### src/rtl/fpu_result_fifo.sv
// rtl/fpu_result_fifo.sv - first-word-fall-through result buffer for FPU results and status flags
//
// Buffers {result word, status flags} pairs produced by an FPU until a
// consumer takes them, and keeps sticky records of flags and drops.
//
// Ports:
//   clk           in   sole clock, rising edge
//   reset         in   asynchronous active-high reset
//   res_valid_in  in   FPU result present this cycle
//   data_in       in   [31:0] result word
//   status_in     in   [3:0] flags: [0] EXACT [1] OVERFLOW [2] UNDERFLOW [3] INEXACT
//   res_ready_out out  FIFO not full
//   out_valid     out  head entry available
//   out_ready     in   consumer accepts head this cycle
//   data_out      out  [31:0] head result word (0 while empty)
//   status_out    out  [3:0] head flags (0 while empty)
//   count_out     out  occupancy 0..DEPTH
//   sticky_flags  out  OR of status of accepted results since last clear
//   clear_sticky  in   synchronous clear of sticky_flags
//   drop_err      out  set when a result is offered while full; held until reset

module fpu_result_fifo #(
    parameter int DEPTH = 4  // power of two, >= 2
) (
    input  logic                       clk,
    input  logic                       reset,
    input  logic                       res_valid_in,
    input  logic [31:0]                data_in,
    input  logic [3:0]                 status_in,
    output logic                       res_ready_out,
    output logic                       out_valid,
    input  logic                       out_ready,
    output logic [31:0]                data_out,
    output logic [3:0]                 status_out,
    output logic [$clog2(DEPTH):0]     count_out,
    output logic [3:0]                 sticky_flags,
    input  logic                       clear_sticky,
    output logic                       drop_err
);

    localparam int AW = $clog2(DEPTH);
    localparam int CW = AW + 1;
    localparam logic [CW-1:0] FULL_COUNT = CW'(DEPTH);

    // Storage is not reset; the head is masked while empty instead.
    logic [35:0]   mem [DEPTH];
    logic [AW-1:0] wr_ptr;
    logic [AW-1:0] rd_ptr;
    logic [CW-1:0] count;
    logic [3:0]    sticky;
    logic          drop;

    logic full;
    logic push;
    logic pop;
    logic [35:0] head;

    assign full = (count == FULL_COUNT);
    // A pop in the same cycle does not free a slot for the offered result.
    assign push = res_valid_in && !full;
    assign pop  = out_valid && out_ready;

    assign res_ready_out = !full;
    assign out_valid     = (count != '0);
    assign count_out     = count;
    assign sticky_flags  = sticky;
    assign drop_err      = drop;

    assign head       = out_valid ? mem[rd_ptr] : 36'h0;
    assign data_out   = head[35:4];
    assign status_out = head[3:0];

    always_ff @(posedge clk or posedge reset) begin
        if (reset) begin
            wr_ptr <= '0;
            rd_ptr <= '0;
            count  <= '0;
            sticky <= 4'b0000;
            drop   <= 1'b0;
        end else begin
            // Pointer width equals log2(DEPTH), so the increment wraps naturally.
            if (push) begin
                wr_ptr <= wr_ptr + AW'(1);
            end
            if (pop) begin
                rd_ptr <= rd_ptr + AW'(1);
            end

            case ({push, pop})
                2'b10:   count <= count + CW'(1);
                2'b01:   count <= count - CW'(1);
                default: count <= count;
            endcase

            // Clear wins over history but not over the flags of a coincident push.
            if (clear_sticky) begin
                sticky <= push ? status_in : 4'b0000;
            end else if (push) begin
                sticky <= sticky | status_in;
            end

            if (res_valid_in && full) begin
                drop <= 1'b1;
            end
        end
    end

    always_ff @(posedge clk) begin
        if (push) begin
            mem[wr_ptr] <= {data_in, status_in};
        end
    end

endmodule

### config.mk
export PLATFORM = sky130hd
export DESIGN_NAME = fpu_result_fifo
export DESIGN_NICKNAME = d
export VERILOG_FILES = /design/src/rtl/fpu_result_fifo.sv
export SDC_FILE = /design/constraint.sdc
export NUM_CORES = 1
export LEC_CHECK = 0
export BUFFER_PORTS_ARGS = -buffer_cell sky130_fd_sc_hd__buf_4
export CORE_MARGIN = 1
export CORE_UTILIZATION = 35
export CTS_BUF_LIST = sky130_fd_sc_hd__clkbuf_8
export CTS_CLUSTER_DIAMETER = 120
export CTS_CLUSTER_SIZE = 14
export DETAILED_ROUTE_END_ITERATION = 10
export PLACE_DENSITY_LB_ADDON = 0.1
export SYNTH_ARGS = -nofsm -noshare
export SYNTH_HDL_FRONTEND = slang
export SYNTH_SLANG_ARGS = --single-unit
### constraint.sdc
create_clock -name clk -period 2.15 [get_ports clk]
set_input_delay 0.43 -clock clk [delete_from_list [all_inputs] [get_ports clk]]
set_output_delay 0.43 -clock clk [all_outputs]
set_load 0.005 [all_outputs]
==> flow_metrics.py, run 1 <==
metrics = {
    "layout": {
        "drive_gt1_share_pct": 52.1,
        "fin_nets": 437,
        "diodes": 0,
        "mostFrequentLayoutCell": "edfxtp_1",
        "post-route-util_pct": 46.5,
        "final_cell_mix": "144 x edfxtp_1, 70 x buf_4, 36 x mux4_2",
        "syn_to_final_growth_pct": 28.6,
        "design_area_um2": 7760,
    },
    "grt": {
        "global_route.usage.met1_pct": 18.5,
        "grtUsageTotal_pct": 13.9,
        "gr-total-overflow": 0,
        "grt_pass1_vias": 3177,
        "grt_max_degree": 39,
        "met2_usage_pct": 21.3,
        "use_met3_pct": 4.03,
        "antenna_found_initial": 0,
        "grt_pass1_wl_mm": 17.8,
        "grt.busiest_layer": "met2",
    },
    "power": {
        "power_density_nw_per_um2": 1440,
        "leakage_uw": 0.00280,
        "ir_worst_vdd_mv": 0.693,
        "totalPowerFinal_uw": 11200,
    },
    "clock_network": {
        "insertion_delay_ns": 0.44,
        "cts_htree_levels": 4,
        "cts_tree": "yes",
        "numCtsBuffers": 17,
        "cts_sinks": 156,
        "clkTransAtPathRegs_ns": 0.08,
        "root_buffer": "clkbuf_8",
        "cts_max_path_buffers": 2,
    },
    "detailed_routing": {
        "drtPass1Iterations": 4,
        "drt_iter0_drc": 207,
        "vias_per_cell": 4.69,
        "antenna_left": 0,
        "finalWirelength_mm": 11.5,
        "wl_per_cell_um": 18.5,
        "drc": 0,
        "vias": 2923,
    },
    "yosys": {
        "synth_area_um2": 6030,
        "synth_top_area_cell": "edfxtp_1",
        "yosysSeqAreaShare_pct": 76.7,
        "ys_async_sr_fraction_pct": 7.69,
        "synth_warnings": 0,
        "synth_area_leaders": "edfxtp_1 72%, mux4_2 13%, dfrtp_1 5.0%, and2_1 4.3%, ha_1 1.0%",
        "yosysTopAreaCellShare_pct": 71.7,
        "ys.flop_type": "edfxtp_1",
        "syn-num-nets": 326,
        "synth_edf_count": 144,
        "yosys_register_bits": 156,
        "synth_cells": 279,
        "synth.avg_cell_area_um2": 21.6,
        "yosysUniqueCellTypes": 21,
    },
    "timing": {
        "slew_headroom_pct": 68.1,
        "tns_ns": -5.17,
        "period_share_pct": 108,
        "min_period_ns": 2.32,
        "max_freq_mhz": 431,
        "setup_ws_ns": -0.170,
        "hold_viol_final": 0,
        "worst_slew_pin_slew_ns": 0.478,
        "rsz0062_at_grt": "yes",
        "finalSetupViolCount": 36,
        "drv_slew": 0,
        "clock_skew_ns": 0.00733,
    },
    "critical_path": {
        "crit_type": "reg2out",
        "crit_fanout": 6,
        "crit_path_end_kind": "output port",
        "critPathMaxStageDelay_ns": 0.51,
        "crit_top_cell": "buf_4",
        "worst_setup_path_start_kind": "register",
        "crit_chain": "buf_4, mux4_2, and2_1, buf_4",
        "cp-startpoint": "rd_ptr[0]",
        "r2r_start": "count_out[0]",
        "required_ns": 1.72,
        "cp_slowest_cell": "mux4_2",
        "critPathArrivalTime_ns": 1.89,
    },
    "run": {
        "maxCapViolCount": 0,
    },
    "placed_design": {
        "dp_hpwl_mm": 7.05,
        "dp_slack_ns": 0.192,
        "port_buffers": 86,
        "routabilityCongestion": 0.702,
        "place_area_um2": 7050,
    },
    "die": {
        "start_util_pct": 36.1,
        "die_w_um": 133,
        "row_count": 47,
        "io_pins": 87,
        "fp.dieArea_um2": 17800,
        "coreArea_um2": 16700,
        "chipHeight_um": 133,
    },
    "worst_hold_path": {
        "hp-class": "in2reg",
        "hold_path.startpoint": "data_in[30]",
    },
    "run_status": {
        "violations": "setup timing",
        "status": "finished, violations left",
    },
}
## area by class of cell
cell class	instances	area, um^2
Sequential cell	156	4630
Multi-Input combinational cell	101	1380
Tap cell	220	275
Timing Repair Buffer	105	962
Inverter	9	33.8
Fill cell	1470	8940
Clock inverter	15	245
Clock buffer	17	234
## what timing repair did
| item | in CTS | in global routing |
|---|---|---|
| setup endpoints to repair | 37 | 37 |
| gates resized for setup | 44 | 20 |
| pin swaps | 20 | 0 |
| buffers inserted | 0 | 2 |
| endpoints found under the hold margin | 12 | 0 |
| hold buffers | 1 | 0 |
## per-stage QoR
step	hold WS (ns)	std cells
final	0.182	623
after global routing	0.148	623
after CTS	0.146	621
after detailed placement	0.450	588
after global placement	0.446	588
after floorplan	0.295	279
## flip-flops by register name (all words and copies together) (netlist names)
name,cells
mem,144
sticky_flags,4
count_out,3
rd_ptr,2
wr_ptr,2
drop_err,1
## synth_stat cells (3+ instances only)
library cell	number
buf_2	6
ha_1	5
edfxtp_1	144
xor2_1	3
and2_1	41
dfrtp_1	12
inv_1	9
xnor2_1	3
a22o_1	4
mux4_2	36
buf_6	3
clkbuf_1	4
## critical path: cells and delay by family, from the launching register on
kind                   cells  cell delay (ns)
DFF                        1             0.43
buffers and inverters      2             0.32
and+or+nand+nor            1             0.18
muxes                      1             0.51
## report_power, final
part           total (uW)  internal (uW)  switching, uW  leakage, uW
Clock                2570           1500           1070     0.000224
Sequential           4270           4020            250      0.00146
Combinational        4350           2690           1660      0.00111
## layer usage
layer	up-vias	part of all wire, %
met5	-	0
met4	0	1.7
met3	15	4.6
met2	75	48
met1	1512	46
li1	1321	-
## worst paths after layout
kind	end	slack (ns)	depth (start not counted)
max	data_out[24]	-0.17	4
min	mem[3][34]	0.18	1
max reg2reg	count_out[1]	0.18	6
min reg2reg	drop_err	0.47	1
max in group asynchronous	rd_ptr[1]	1.23	3
min in group asynchronous	drop_err	0.55	3
## kinds of logic after synthesis
| group | after synthesis | share of synthesized area, % |
|---|---|---|
| xor gates and xnor gates | 6 | 0.871 |
| buffers and inverters | 22 | 1.87 |
| muxes | 38 | 13.8 |
| AOI/OAI and AO/OA | 5 | 0.705 |
| DFF | 156 | 76.7 |
| and+or+nand+nor | 46 | 4.73 |
| adders and majority gates | 6 | 1.37 |
Note: power is estimated with default switching activity, not from simulation.
==> run 2: changes to the inputs <==
Settings changed: ABC_AREA set to 1, CAP_MARGIN set to 30.
Clock period 2.15 ns to 1.9 ns, I/O delays scaled along.
==> run 2 against run 1 <==
Effect of this change: the run still ends with setup timing left; power increased by 23%; critical path type unchanged; critical endpoint is now data_out[31]; global-route usage increased by 2.5 points; non-clock buffer count is 20 higher; sequential cell count unchanged; sequential share of layout area down 6.8 points; sequential power up 11%; final area is 13% higher; cell count up 66%; combinational power up 40%; highest routed layer unchanged.
==> flow_metrics.py, run 2 <==
metrics = {
    "timing": {
        "drv_slew": 0,
        "period_share_pct": 109,
        "hold_viol_final": 0,
        "rsz0062_at_grt": "yes",
        "max_freq_mhz": 484,
        "setup_ws_ns": -0.167,
        "min_period_ns": 2.07,
        "worst_slew_pin_slew_ns": 0.498,
        "slew_headroom_pct": 66.8,
        "finalSetupViolCount": 36,
        "hold_ws_ns": 0.112,
        "clock_skew_ns": 0.0230,
    },
    "worst_hold_path": {
        "hold_path.startpoint": "clear_sticky",
        "hp-class": "in2reg",
        "hold_end": "sticky_flags[1]",
        "hold_depth": 2,
    },
    "power": {
        "power_density_nw_per_um2": 1570,
        "leakage_uw": 0.00390,
        "ir_worst_vdd_mv": 0.763,
    },
    "run": {
        "maxCapViolCount": 0,
    },
    "yosys": {
        "synth_top_family_by_area": "simple AND/OR/NAND/NOR gates",
        "synth_warnings": 0,
        "yosysUniqueCellTypes": 19,
        "synth_commonest_cells": "163 x inv_1, 158 x nand2_1, 144 x edfxtp_1",
        "syn-num-nets": 691,
        "synth_compound_area_share_pct": 3.21,
        "yosysMostFrequentCell": "inv_1",
        "yosys-mux-area-fraction_pct": 0,
        "yosysTopAreaCellShare_pct": 63.7,
        "yosys.area_share.simple_pct": 15.3,
        "ys.flop_type": "edfxtp_1",
        "synth.avg_cell_area_um2": 10.5,
        "ys_async_sr_fraction_pct": 7.69,
        "synth_edf_count": 144,
        "synth_area_leaders": "edfxtp_1 64%, inv_1 9.0%, nand2_1 8.7%, nand3_1 5.9%, dfrtp_1 4.4%",
        "synth_cells": 644,
        "yosysSeqAreaShare_pct": 68.2,
        "yosys_register_bits": 156,
        "synth_top_area_cell": "edfxtp_1",
        "synthAdderAreaFrac_pct": 1.22,
        "synthXorXnorAreaFrac_pct": 0.258,
        "synth_area_um2": 6780,
    },
    "critical_path": {
        "crit_fanout": 9,
        "crit_family": "buffers and inverters",
        "rr_endpoint": "count_out[2]",
        "crit_path_end_kind": "output port",
        "critPathBufInv": 4,
        "r2r_cells": 12,
        "worst_setup_path_start_kind": "register",
        "r2r_start": "count_out[2]",
        "required_ns": 1.52,
        "cp_slowest_cell": "dfrtp_1",
        "crit_chain": "inv_2, nand3_4, inv_6, bufbuf_16, a21oi_2, buf_4",
        "r2r_slack_ns": 0.06,
        "crit_type": "reg2out",
        "critPathMaxStageDelay_ns": 0.38,
        "critPathArrivalTime_ns": 1.69,
    },
    "layout": {
        "regMostFlops": "mem",
        "largest_reg_flops": 144,
        "mostFrequentLayoutCell": "inv_1",
        "design_area_um2": 8740,
        "fin_nets": 809,
        "final_cell_mix": "157 x inv_1, 154 x nand2_1, 144 x edfxtp_1",
        "syn_to_final_growth_pct": 28.9,
        "drive_gt1_share_pct": 25.5,
    },
    "grt": {
        "antenna_found_initial": 1,
        "grt_pass1_vias": 4433,
        "grt_max_degree": 51,
        "grtUsageTotal_pct": 16.5,
        "grt_pass1_wl_mm": 23.9,
        "gr-total-overflow": 0,
    },
    "clock_network": {
        "numCtsBuffers": 17,
        "cts_htree_levels": 4,
        "cts_sinks": 156,
        "root_buffer": "clkbuf_8",
        "clkTransAtPathRegs_ns": 0.10,
        "cts_tree": "yes",
        "insertion_delay_ns": 0.46,
        "cts_max_path_buffers": 2,
    },
    "placed_design": {
        "routabilityCongestion": 0.789,
        "dp_slack_ns": 0.120,
        "port_buffers": 86,
        "place_area_um2": 7880,
        "dp_hpwl_mm": 8.72,
    },
    "detailed_routing": {
        "vias": 4499,
        "wl_per_cell_um": 15.0,
        "drt_iter0_drc": 200,
        "drc": 0,
        "antenna_left": 0,
        "finalWirelength_mm": 15.5,
        "drtPass1Iterations": 4,
        "vias_per_cell": 4.34,
    },
    "die": {
        "chipHeight_um": 141,
        "die_w_um": 141,
        "row_count": 50,
        "start_util_pct": 36.0,
        "fp.dieArea_um2": 19900,
        "coreArea_um2": 18800,
        "io_pins": 87,
    },
    "run_status": {
        "violations": "setup timing",
        "status": "finished, violations left",
    },
}
-- run 2: area by class of cell --
type | count | area [um^2]
Clock inverter | 15 | 243
Antenna cell | 1 | 2.50
Clock buffer | 17 | 234
Timing Repair Buffer | 125 | 1170
Fill cell | 1741 | 10100
Sequential cell | 156 | 4630
Tap cell | 260 | 325
Multi-Input combinational cell | 296 | 1510
Inverter | 166 | 638
-- run 2: kinds of logic (layout without fill, tap and decap cells) --
| logic type | Yosys count | in the layout |
|---|---|---|
| compound gates | 43 | 43 |
| xor+xnor | 2 | 2 |
| fa+ha+maj | 6 | 6 |
| buf+inv | 192 | 323 |
| flops | 156 | 156 |
| other cells | 0 | 1 |
| simple gates | 245 | 245 |
-- run 2: worst max-delay path by stage --
stage / from / end / slack [ns] / depth (start not counted)
3_5_place_dp: count_out[0] / count_out[1] / 0.12 / 8
2_1_floorplan: count_out[0] / mem[0][0] / -0.30 / 4
5_1_grt: rd_ptr[0] / data_out[19] / -0.27 / 6
4_1_cts: rd_ptr[0] / data_out[31] / -0.18 / 5
3_3_place_gp: count_out[0] / count_out[2] / 0.18 / 11
6_report: count_out[2] / data_out[31] / -0.17 / 6
-- run 2: report_power, final --
part | switching [uW] | total (uW) | internal, uW
clock network | 1250 | 2940 | 1700
registers | 209 | 4720 | 4520
logic | 3290 | 6090 | 2800
total | 4750 | 13800 | 9010
-- run 2: repair_timing --
| item | 4_1_cts | 5_1_grt |
|---|---|---|
| buffers inserted | 8 | 5 |
| endpoints found under the hold margin | 12 | 0 |
| setup endpoints to repair | 36 | 38 |
| gates cloned | 3 | 1 |
| hold buffers | 1 | 0 |
| resized for setup | 36 | 18 |
| pin swaps | 1 | 4 |
-- run 2: routing by layer --
layer | routed length [um] | up-vias | global-route usage, %
met5 | 0 | - | 0
li1 | - | 2274 | -
met1 | 7030 | 2115 | 20.7
met4 | 131 | 0 | 4.98
met3 | 722 | 15 | 4.52
met2 | 7620 | 95 | 27.6
-- run 2: through the flow --
stage,instances,util [%],total power (uW),setup TNS [ns]
3_5_place_dp,987,41.8,10000,0
2_1_floorplan,644,-,7590,-43.46
4_1_cts,1031,45.9,13800,-4.71
6_report,1036,46.4,13800,-4.20
5_1_grt,1035,46.4,14700,-8.40
3_3_place_gp,987,41.8,9980,0
